### config.mk
export PLATFORM = sky130hd
export DESIGN_NAME = paddle_ctrl_flat
export DESIGN_NICKNAME = d
export VERILOG_FILES = /design/src/rtl/paddle_if.sv /design/src/rtl/paddle_ctrl.sv /design/src/flat_wrapper.sv
export SDC_FILE = /design/constraint.sdc
export NUM_CORES = 1
export LEC_CHECK = 0
export ABC_AREA = 1
export CORE_MARGIN = 3
export CORE_UTILIZATION = 50
export DETAILED_ROUTE_END_ITERATION = 8
export HOLD_SLACK_MARGIN = 0.03
export PLACE_DENSITY = 0.82
export SETUP_SLACK_MARGIN = 0.3
export SLEW_MARGIN = 20
export SYNTH_ARGS = -nofsm -noshare
export SYNTH_HDL_FRONTEND = slang
export SYNTH_SLANG_ARGS = --single-unit
### constraint.sdc
create_clock -name clk -period 3.4 [get_ports clk]
set_input_delay 0.51 -clock clk [delete_from_list [all_inputs] [get_ports clk]]
set_output_delay 0.51 -clock clk [all_outputs]
set_load 0.03 [all_outputs]
### src/rtl/paddle_if.sv
// Button, hold and paddle-position signals between the player input stage and the ball logic.
interface paddle_if;
  logic       btn_up;
  logic       btn_down;
  logic       hold;
  logic [8:0] player1;
  logic [8:0] player2;
  logic [8:0] player3;
  logic       moved;
  logic       at_limit;

  modport master (
    output btn_up, btn_down, hold,
    input  player1, player2, player3, moved, at_limit
  );

  modport slave (
    input  btn_up, btn_down, hold,
    output player1, player2, player3, moved, at_limit
  );
endinterface

### src/rtl/paddle_ctrl.sv
// Turns raw up/down buttons into a 3-cell vertical paddle on the player column.
// Repeat FSM, one per button (index 0 = up, 1 = down):
//   state     | meaning
//   ST_IDLE   | debounced button low, waiting for a press
//   ST_DELAY  | first step issued, waiting REPEAT_DELAY before auto-repeat
//   ST_REPEAT | auto-repeating, one step every REPEAT_RATE cycles
module paddle_ctrl #(
  parameter logic [15:0] DEBOUNCE_CYCLES = 16'd50000,
  parameter logic [23:0] REPEAT_DELAY    = 24'd5000000,
  parameter logic [23:0] REPEAT_RATE     = 24'd2500000,
  parameter logic [3:0]  RESET_ROW       = 4'd4
) (
  input  logic     clk,
  input  logic     reset,
  paddle_if.slave  pif
);

  typedef enum logic [1:0] {ST_IDLE, ST_DELAY, ST_REPEAT} rpt_state_e;

  logic [1:0]  sync1_q, sync1_d;
  logic [1:0]  sync2_q, sync2_d;
  logic [1:0]  deb_q, deb_d;
  logic [15:0] deb_cnt_q [2];
  logic [15:0] deb_cnt_d [2];
  logic [23:0] tmr_q [2];
  logic [23:0] tmr_d [2];
  rpt_state_e  st_q [2];
  rpt_state_e  st_d [2];
  logic [1:0]  req;
  logic        step_up_q, step_up_d;
  logic        step_dn_q, step_dn_d;
  logic [3:0]  row_q, row_d;
  logic        moved_q, moved_d;

  always_comb begin
    sync1_d = {pif.btn_down, pif.btn_up};
    sync2_d = sync1_q;
    deb_d   = deb_q;
    req     = '0;
    for (int i = 0; i < 2; i++) begin
      deb_cnt_d[i] = '0;
      if (sync2_q[i] != deb_q[i]) begin
        if (deb_cnt_q[i] == DEBOUNCE_CYCLES - 16'd1) deb_d[i] = sync2_q[i];
        else                                         deb_cnt_d[i] = deb_cnt_q[i] + 16'd1;
      end

      tmr_d[i] = '0;
      st_d[i]  = st_q[i];
      if (!deb_q[i]) begin
        st_d[i] = ST_IDLE;
      end else begin
        case (st_q[i])
          ST_IDLE: begin
            st_d[i] = ST_DELAY;
            req[i]  = 1'b1;
          end
          ST_DELAY: begin
            if (tmr_q[i] == REPEAT_DELAY - 24'd1) begin
              st_d[i] = ST_REPEAT;
              req[i]  = 1'b1;
            end else begin
              tmr_d[i] = tmr_q[i] + 24'd1;
            end
          end
          ST_REPEAT: begin
            if (tmr_q[i] == REPEAT_RATE - 24'd1) req[i]   = 1'b1;
            else                                 tmr_d[i] = tmr_q[i] + 24'd1;
          end
          default: st_d[i] = ST_IDLE;
        endcase
      end
    end

    // Simultaneous requests cancel; both buttons held or hold=1 drop the step entirely.
    step_up_d = req[0] & ~req[1] & ~(&deb_q) & ~pif.hold;
    step_dn_d = req[1] & ~req[0] & ~(&deb_q) & ~pif.hold;

    row_d   = row_q;
    moved_d = 1'b0;
    if (step_up_q && row_q != 4'd8) begin
      row_d   = row_q + 4'd1;
      moved_d = 1'b1;
    end else if (step_dn_q && row_q != 4'd1) begin
      row_d   = row_q - 4'd1;
      moved_d = 1'b1;
    end
  end

  always_ff @(posedge clk) begin
    if (reset) begin
      sync1_q   <= '0;
      sync2_q   <= '0;
      deb_q     <= '0;
      step_up_q <= 1'b0;
      step_dn_q <= 1'b0;
      row_q     <= RESET_ROW;
      moved_q   <= 1'b0;
      for (int i = 0; i < 2; i++) begin
        deb_cnt_q[i] <= '0;
        tmr_q[i]     <= '0;
        st_q[i]      <= ST_IDLE;
      end
    end else begin
      sync1_q   <= sync1_d;
      sync2_q   <= sync2_d;
      deb_q     <= deb_d;
      step_up_q <= step_up_d;
      step_dn_q <= step_dn_d;
      row_q     <= row_d;
      moved_q   <= moved_d;
      for (int i = 0; i < 2; i++) begin
        deb_cnt_q[i] <= deb_cnt_d[i];
        tmr_q[i]     <= tmr_d[i];
        st_q[i]      <= st_d[i];
      end
    end
  end

  assign pif.player1  = {5'b0, row_q} * 9'd30;
  assign pif.player2  = ({5'b0, row_q} + 9'd1) * 9'd30;
  assign pif.player3  = ({5'b0, row_q} + 9'd2) * 9'd30;
  assign pif.moved    = moved_q;
  assign pif.at_limit = (row_q == 4'd1) || (row_q == 4'd8);

endmodule

### src/flat_wrapper.sv
// flat-port wrapper written by rule: the top's interface ports become plain ports
module paddle_ctrl_flat 
#(
  parameter logic [15:0] DEBOUNCE_CYCLES = 16'd50000,
  parameter logic [23:0] REPEAT_DELAY    = 24'd5000000,
  parameter logic [23:0] REPEAT_RATE     = 24'd2500000,
  parameter logic [3:0]  RESET_ROW       = 4'd4
)
  (clk, reset, pif_btn_up, pif_btn_down, pif_hold, pif_player1, pif_player2, pif_player3, pif_moved, pif_at_limit);
  paddle_if pif_i ();
  input  logic clk;
  input  logic reset;
  input wire logic [$bits(pif_i.btn_up)-1:0] pif_btn_up;
  input wire logic [$bits(pif_i.btn_down)-1:0] pif_btn_down;
  input wire logic [$bits(pif_i.hold)-1:0] pif_hold;
  output wire logic [$bits(pif_i.player1)-1:0] pif_player1;
  output wire logic [$bits(pif_i.player2)-1:0] pif_player2;
  output wire logic [$bits(pif_i.player3)-1:0] pif_player3;
  output wire logic [$bits(pif_i.moved)-1:0] pif_moved;
  output wire logic [$bits(pif_i.at_limit)-1:0] pif_at_limit;
  assign pif_i.btn_up = pif_btn_up;
  assign pif_i.btn_down = pif_btn_down;
  assign pif_i.hold = pif_hold;
  assign pif_player1 = pif_i.player1;
  assign pif_player2 = pif_i.player2;
  assign pif_player3 = pif_i.player3;
  assign pif_moved = pif_i.moved;
  assign pif_at_limit = pif_i.at_limit;
  paddle_ctrl #(.DEBOUNCE_CYCLES(DEBOUNCE_CYCLES), .REPEAT_DELAY(REPEAT_DELAY), .REPEAT_RATE(REPEAT_RATE), .RESET_ROW(RESET_ROW)) u_core (.clk(clk), .reset(reset), .pif(pif_i));
endmodule
## Yosys cells after proc, flatten, opt, wreduce, memory -nomap -nowiden

Memory sizes are Yosys's and may differ from the RTL's.
Cells that the tools add are included.
Widths: inputs -> output; s select.

| operators by class | value |
|---|---|
| bitwise gates (word level) | 16 |
| equality and inequality tests | 16 |
| reductions and logical operators | 9 |
| add/subtract/negate cells | 8 |
| multipliers | 3 |
| multiplexer cells | 39 |

Operator list:

| cell | number |
|---|---|
| $mux 24 | 8 |
| $mux 16 | 6 |
| $pmux 24 s2 | 2 |
| $add 24x1->24 const B | 2 |
| $eq 24x22->1 const B | 2 |
| $eq 24x23->1 const B | 2 |
| $add 16x1->16 const B | 2 |
| $eq 16x16->1 const B | 2 |
| $mul 9x4->8 const B | 2 |
| $mux 2 | 6 |
| $pmux 2 s3 | 2 |
| $mux 1 | 11 |
| $mul 4x4->8 const B | 1 |
| $mux 4 | 2 |
| $and 1x1->1 | 6 |
| $or 1x1->1 | 6 |
| $pmux 1 s3 | 2 |
| $reduce_and 2->1 | 3 |
| $add 4x1->5 const B | 1 |
| $add 4x2->5 const B | 1 |
| $add 4x1->4 const B | 1 |
| $eq 2x1->1 const B | 2 |
| $eq 2x2->1 const B | 2 |
| $eq 4x1->1 const B | 1 |
| 10 further kinds | 16 |

| storage, ports and cells | value |
|---|---|
| flip-flop bits (word level) | 13 |
| memories | 3 |
| logic and storage cells | 102 |
| input bits | 5 |
| output and inout bits | 29 |
| RAM bits | 84 |

Memory list:

| name | depth | bits a word | read ports | clocked after memory_dff | write ports | RTL line | text |
|---|---|---|---|---|---|---|---|
| u_core.tmr_q | 2 | 24 | 2 | 0 | 2 | paddle_ctrl.sv:25 | `logic [23:0] tmr_q [2];` |
| u_core.deb_cnt_q | 2 | 16 | 2 | 0 | 2 | paddle_ctrl.sv:23 | `logic [15:0] deb_cnt_q [2];` |
| u_core.st_q | 2 | 2 | 2 | 0 | 2 | paddle_ctrl.sv:27 | `rpt_state_e st_q [2];` |

## Depth between registers and ports, before layout

Gate-level depths: netlist of the first run.
An unclocked memory read counts as a cell.

| depth | value |
|---|---|
| word-level depth | 9 |
| depth in mapped cells | 15 |
| depth with buffers taken out | 14 |

## Least setup slack after synthesis of the first run

OpenSTA, ideal clock, no wires.

| path | value |
|---|---|
| kind | reg-to-output |
| start point | register u_core.row_q[0] |
| end point | output port pif_player2[8] |
| stages on the path, launching flop included | 16 |
| path buffers | 1 |
| data required time | 2.890 ns |
| data arrival time | 3.993 ns |
| setup slack | -1.103 ns |
| path through | dfxtp_1 buf_2 inv_1 ha_1 xnor2_1 ha_1 inv_1 fa_1 inv_1 ha_1 nand3_1 nand3_1 nand2_1 nand2_1 a21oi_1 xor2_1 |

| between the ends | value |
|---|---|
| word-level cells in the longest chain between the ends | 2 |

Ends and longest elaborated chain:

| element | RTL line | text |
|---|---|---|
| from (decl) | paddle_ctrl.sv:32 | `logic [3:0] row_q, row_d;` |
| from (signal assigned) | paddle_ctrl.sv:109 | `row_q <= row_d;` |
| $add 4x1->5 | paddle_ctrl.sv:120 | `assign pif.player2 = ({5'b0, row_q} + 9'd1) * 9'd30;` |
| $mul 9x4->8 | paddle_ctrl.sv:120 |  |
| to (decl) | flat_wrapper.sv:17 | `output wire logic [$bits(pif_i.player2)-1:0] pif_player2;` |

Every way passes these cells.

## Worst setup path in the final report of the first run

| path | value |
|---|---|
| start point | register u_core.row_q[0] |
| end point | output port pif_player3[7] |

| between the ends | value |
|---|---|
| word-level cells in the longest chain between the ends | 2 |

Ends and longest elaborated chain:

| element | RTL line | text |
|---|---|---|
| $add 4x2->5 | paddle_ctrl.sv:121 | `assign pif.player3 = ({5'b0, row_q} + 9'd2) * 9'd30;` |
| $mul 9x4->8 | paddle_ctrl.sv:121 |  |
| to (decl) | flat_wrapper.sv:18 | `output wire logic [$bits(pif_i.player3)-1:0] pif_player3;` |

Every way passes these cells.

==> impl_metrics.ini, run 1 <==
[synth]
yosys.cell_count.top_type = nand2_1
synth_top_area_share_pct = 30.09
synthArstFlopShare_pct = 0
synthCells = 885
synth_common_cells = nand2_1, inv_1, nor2_1
synthFlopType = dfxtp_1
synth_top_cell_by_area = dfxtp_1
yosysSeqAreaShare_pct = 30.09
ys_ff_latch = 97
synthDistinctLibCells = 39
syn_avg_cell_area_sq_um = 7.292
ys_warn_count = 0
syn-cell-area_sq_mm = 0.006454
synth_area_leaders = dfxtp_1, ha_1, nand2_1
synth_edf_count = 0

[clock_tree]
clock_latency_ns = 0.36
numCtsBuffers = 9
cts_tree = yes
ctsHoldBuffers = 0
clock-sinks = 97
cts_root_buf = clkbuf_16
clockBufferDepth = 2
cts-htree-levels = 3
path_clk_slew_ns = 0.08

[timing]
report.final.slew_viol_count = 0
timing.fmax_mhz = 262.7
hold_viol = 0
fin_skew_ns = 0.01437
period_needed_ns = 3.807
tns_ns = -4.186
worst_pin_slew_ns = 0.5195
rsz0062_at_grt = yes
max_slew_margin_pct = 65.12
finalCritPeriodShare_pct = 112.0
finalSetupViolCount = 14
fin_ws_ns = -0.4070

[job]
cap_violations = 0

[placed_design]
dp.cells = 1096
dp.final_hpwl_um = 9745
port_buffers = 30
place.gp.congestion = 0.9239

[finish]
layout-drive-gt1-share_pct = 19.29
fin_cells = 1132
syn2layout_area_growth_pct = 24.58
nFillCells = 973
finish.utilization_pct = 65.30
diodes = 0
nets = 1028

[setup_path]
critPathArrivalTime_ns = 3.30
worstPathCellList = clkinvlp_4, ha_4, clkinvlp_4, ha_4, inv_2, fa_1, buf_4, buf_6, fa_2, o21ai_2, xor2_2, buf_6
crit_path_start_kind = flip-flop
slowest_stage = fa_1
path_max_fanout = 3
r2r_slack_ns = 1.46
crit_type = flip-flop to output port
end_kind = output port
crit_buf_inv = 6
cp_top_family = adder cells
crit_required_ns = 2.89
cpPeakStageDelay_ns = 0.48

[floorplan]
initial_core_util_pct = 52.42
die_y_um = 119.6
die-area_sq_mm = 0.01431
design.core.area_sq_mm = 0.01231
die_x_um = 119.6
num_io_pins = 34
rows = 40

[route]
ant_nets = 0
num_vias = 5704
route.detailed.drc = 0
wl_per_cell_um = 13.29
drt_iter0_drc = 281
firstDrtPassIters = 4
wirelength_um = 15040
viasPerCell = 5.039

[power]
p_leak_uw = 0.003239
pwr_density_cell_mw_per_mm2 = 274.2
vdd_drop_max_mv = 0.2437
totalPowerFinal_uw = 2204

[grt]
grt_max_degree = 25
grt_first_pass_wirelength_um = 24140
grt_pass1_vias = 5423
antenna_found_initial = 0
grt_overflow = 0
track_usage_pct = 20.32

[outcome]
violations = negative setup slack
status = complete, but fails checks

[hold_path]
hold_class = flip-flop to flip-flop
## routing by layer
| layer | track usage [%] | vias to the layer above | wire length, um |
|---|---|---|---|
| li1 | - | 2913 | - |
| met2 | 35.73 | 134 | 7510 |
| met4 | 8.232 | 0 | 497 |
| met5 | 0 | - | 0 |
| met3 | 4.383 | 39 | 549 |
| met1 | 24.04 | 2618 | 6487 |
## cell usage in the layout (no fill, tap or decap), types with 4 or more instances in the layout
cell type | Yosys | layout
xor2_1 | 52 | 42
xor2_4 | 0 | 5
xnor2_1 | 14 | 10
nand2_2 | 11 | 21
fa_2 | 0 | 4
clkdlybuf4s50_1 | 0 | 13
nand4_1 | 19 | 19
dfxtp_1 | 97 | 94
buf_4 | 5 | 36
nor4_1 | 6 | 6
fa_1 | 13 | 9
nor3_1 | 37 | 37
a21oi_1 | 30 | 26
nand3_1 | 44 | 38
inv_1 | 138 | 127
clkbuf_16 | 0 | 10
buf_6 | 6 | 24
ha_1 | 51 | 38
nor2_1 | 137 | 137
xor2_2 | 2 | 7
nor2_4 | 9 | 9
ha_4 | 0 | 12
nand2_1 | 156 | 146
nand3_2 | 2 | 6
o21ai_0 | 16 | 14
inv_2 | 3 | 12
## state kept, by name (all words and copies together) (netlist names), 2 cells and up
register,flops
u_core.deb_cnt_q,32
u_core.deb_q,2
u_core.row_q,4
u_core.st_q,4
u_core.sync1_q,2
u_core.sync2_q,2
u_core.tmr_q,48
## area by class of cell
type | instances | area [sq um] | share of cell area [%]
clock buffers | 10 | 250.2 | 3.112
multi-input cells | 634 | 4315 | 53.67
well taps | 168 | 210.2 | 2.614
clock inverters | 6 | 65.06 | 0.8092
flip-flops and latches | 97 | 1951 | 24.26
inverters | 141 | 536.8 | 6.676
repair buffers | 76 | 711.9 | 8.855
## what timing repair did
item | in CTS | in global routing
pin swaps | 18 | 9
endpoints found under the setup margin | 16 | 17
hold endpoints to repair | 0 | 0
setup buffers | 16 | 4
resized for setup | 62 | 31
## worst reg2reg max path, delay by kind of cell (launching register included)
| family | cells | cell delay [ns] |
|---|---|---|
| AOI/OAI and AO/OA | 3 | 0.64 |
| buffers and inverters | 4 | 0.42 |
| DFF | 1 | 0.38 |
| and+or+nand+nor | 1 | 0.22 |
| adders and majority gates | 1 | 0.16 |
## cells by family (layout without fill, tap and decap cells)
logic type	after synthesis	count (layout)	synth area share, %
AO/OA/AOI/OAI	62	62	5.370
flip-flops	97	97	30.09
buffers and inverters	156	233	10.14
XOR/XNOR	68	68	9.461
adder cells (fa/ha/maj)	64	64	13.92
AND/OR/NAND/NOR	437	437	30.96
other	1	3	0.05811
## final timing paths
kind / from / to / cells past startpoint
min reg2reg: u_core.sync1_q[1]$_SDFF_PP0_ / u_core.sync2_q[1]$_SDFF_PP0_ / 2
max reg2reg: u_core.row_q[0]$_SDFFE_PP0P_ / u_core.row_q[3]$_SDFFE_PP0P_ / 9
max: u_core.row_q[0]$_SDFFE_PP0P_ / pif_player3[7] / 12
min: u_core.sync1_q[1]$_SDFF_PP0_ / u_core.sync2_q[1]$_SDFF_PP0_ / 2
## per-stage QoR
stage | hold slack, ns | setup WS, ns | cell area (sq um)
final | 0.4215 | -0.4070 | 8040
after global routing | 0.4300 | -0.5282 | 8040
after CTS | 0.4265 | -0.3101 | 7848
after detailed placement | 0.4050 | -0.08913 | 7171
after global placement | 0.3901 | -0.002613 | 7171
after floorplan | 0.3883 | -0.4435 | 6629
## report_power, final
group	internal [uW]	switching (uW)
combinational	6.27	13.4
sequential	1140	1.65
clock	564	483
total	1710	498
No activity file was read; power rests on OpenSTA's default activity.
==> run 2: changes to the inputs <==
--- a/config.mk
+++ b/config.mk
@@ -8,2 +8,3 @@
 export ABC_AREA = 1
+export CAP_MARGIN = 20
 export CORE_MARGIN = 3
==> constraint.sdc (replaced) <==
create_clock -name clk -period 3.4 [get_ports clk]
set_input_delay 0.34 -clock clk [delete_from_list [all_inputs] [get_ports clk]]
set_output_delay 0.34 -clock clk [all_outputs]
set_load 0.03 [all_outputs]
==> impl_metrics.ini, run 2 (synthesis gave the netlist of run 1 again) <==
[setup_path]
critPathArrivalTime_ns = 3.31
cpPeakStageDelay_ns = 0.51
path_max_fanout = 4
end_kind = output port
cp_top_family = adder cells
crit_buf_inv = 5
crit_required_ns = 3.06
crit_path_start_kind = flip-flop
slowest_stage = fa_1
crit_type = flip-flop to output port
worstPathCellList = clkinvlp_4, ha_4, buf_4, xnor2_2, ha_1, inv_2, fa_1, inv_2, ha_4, nand3_2, nand3_2, nand2_2, nand2_2, a21oi_4, xor2_4, buf_6

[route]
route.detailed.drc = 0
firstDrtPassIters = 5
drt_iter0_drc = 315
ant_nets = 0
wl_per_cell_um = 12.67
wirelength_um = 14190
num_vias = 5612
viasPerCell = 5.011

[power]
p_leak_uw = 0.003147
power.switching_uw = 473.9
p_int_uw = 1652
pwr-share-comb_pct = 0.9
vdd_drop_max_mv = 0.2343
pwr_density_cell_mw_per_mm2 = 271.1
p_clk_share_pct = 45.6
netSwitchingFraction_pct = 22.29
power.share.sequential_pct = 53.5

[finish]
layout-drive-gt1-share_pct = 17.86
top_register = u_core.tmr_q
top_regs = u_core.tmr_q (48), u_core.deb_cnt_q (32)
nets = 1016
syn2layout_area_growth_pct = 21.54
diodes = 0
finish.utilization_pct = 63.71
layout_commonest_cell = nand2_1
largest_reg_flops = 48
final_area_sq_mm = 0.007844
mostFrequentLayoutCells = nand2_1, nor2_1, inv_1, dfxtp_1, xor2_1

[placed_design]
postPlaceCellArea_sq_mm = 0.007057
dp_slack_ns = 0.003562
dp.final_hpwl_um = 9838
place.gp.congestion = 0.9041
port_buffers = 30

[timing]
fin_ws_ns = -0.2493
worst_pin_slew_ns = 0.6708
finalCritPeriodShare_pct = 107.3
period_needed_ns = 3.649
max_slew_margin_pct = 54.81
fin_skew_ns = 0.01128
whs_ns = 0.4049
rsz0062_at_grt = yes
timing.fmax_mhz = 274.0
report.final.slew_viol_count = 0
hold_viol = 0
tns_ns = -1.266
finalSetupViolCount = 9

[clock_tree]
clock_latency_ns = 0.36
cts_tree = yes
cts-htree-levels = 3
clock-sinks = 97
numCtsBuffers = 9
path_clk_slew_ns = 0.07
clockBufferDepth = 2
cts_root_buf = clkbuf_16

[hold_path]
hold_class = flip-flop to flip-flop

[grt]
track_usage_pct = 19.36
grt_first_pass_wirelength_um = 23370
grt_pass1_vias = 5402
grt_max_degree = 25
grt_overflow = 0
antenna_found_initial = 0

[floorplan]
die-area_sq_mm = 0.01431
rows = 40
design.core.area_sq_mm = 0.01231
initial_core_util_pct = 52.42
die_x_um = 119.6
die_y_um = 119.6
num_io_pins = 34

[job]
cap_violations = 0

[outcome]
status = complete, but fails checks
violations = negative setup slack
==> run 2: changes by cell type in the layout (fill, tap and decap cells not counted), sizes merged <==
cell           change
buf               -12
clkinvlp           +3
clkbuf             -1
clkdlybuf4s50      +1
clkinv             -1
dlygate4sd2        -1
inv                -1
==> run 2: final cells by class <==
| class | instances | area [sq um] |
|---|---|---|
| Clock inverter | 7 | 62.56 |
| Sequential cell | 97 | 1951 |
| Inverter | 141 | 536.8 |
| Tap cell | 168 | 210.2 |
| Clock buffer | 9 | 225.2 |
| Multi-Input combinational cell | 634 | 4255 |
| Timing Repair Buffer | 64 | 603.1 |
| Fill cell | 998 | 4468 |
==> run 2: power groups by stage <==
stage	Combinational [uW]	Clock [uW]	Sequential (uW)
2_1_floorplan	16.4	0	1160
3_3_place_gp	19.2	0	1170
3_5_place_dp	19.5	0	1170
4_1_cts	19.6	1010	1140
5_1_grt	21.5	1040	1140
6_report	19.6	969	1140
==> run 2: through the flow <==
stage,cells,total power [uW]
3_3_place_gp,1082,1184
4_1_cts,1114,2163
3_5_place_dp,1082,1185
2_1_floorplan,887,1181
6_report,1120,2126
5_1_grt,1120,2202
==> run 2: metal layers <==
metal  track usage [%]  up-vias  wire length [um]
met4             6.872        0               320
met3             3.629       29               486
li1                  -     2886                 -
met1             23.63     2578              6194
met2             34.07      119              7191
met5                 0        -                 0
==> run 2: timing repair <==
action,in CTS,in global routing
pin swaps,16,22
gates resized for setup,53,31
buffers inserted,16,6
hold buffers,0,0
setup endpoints to repair,15,15
==> run 2: path summary, 6_finish.rpt <==
check	end	slack, ns	cells after the start	startpoint
max	pif_player2[8]	-0.25	16	u_core.row_q[0]$_SDFFE_PP0P_
max reg2reg	u_core.row_q[2]$_SDFFE_PP1P_	1.28	8	u_core.row_q[3]$_SDFFE_PP0P_
min	u_core.sync2_q[0]$_SDFF_PP0_	0.40	2	u_core.sync1_q[0]$_SDFF_PP0_
min reg2reg	u_core.sync2_q[0]$_SDFF_PP0_	0.40	2	u_core.sync1_q[0]$_SDFF_PP0_
==> run 2: worst register-to-register path, stage by stage (launching register included) <==
cell	delay [ns]
dfxtp_1	0.47
buf_4	0.19
ha_1	0.18
inv_1	0.07
o21ai_0	0.55
inv_1	0.18
o21ai_0	0.22
nand2_1	0.07
o211ai_1	0.09
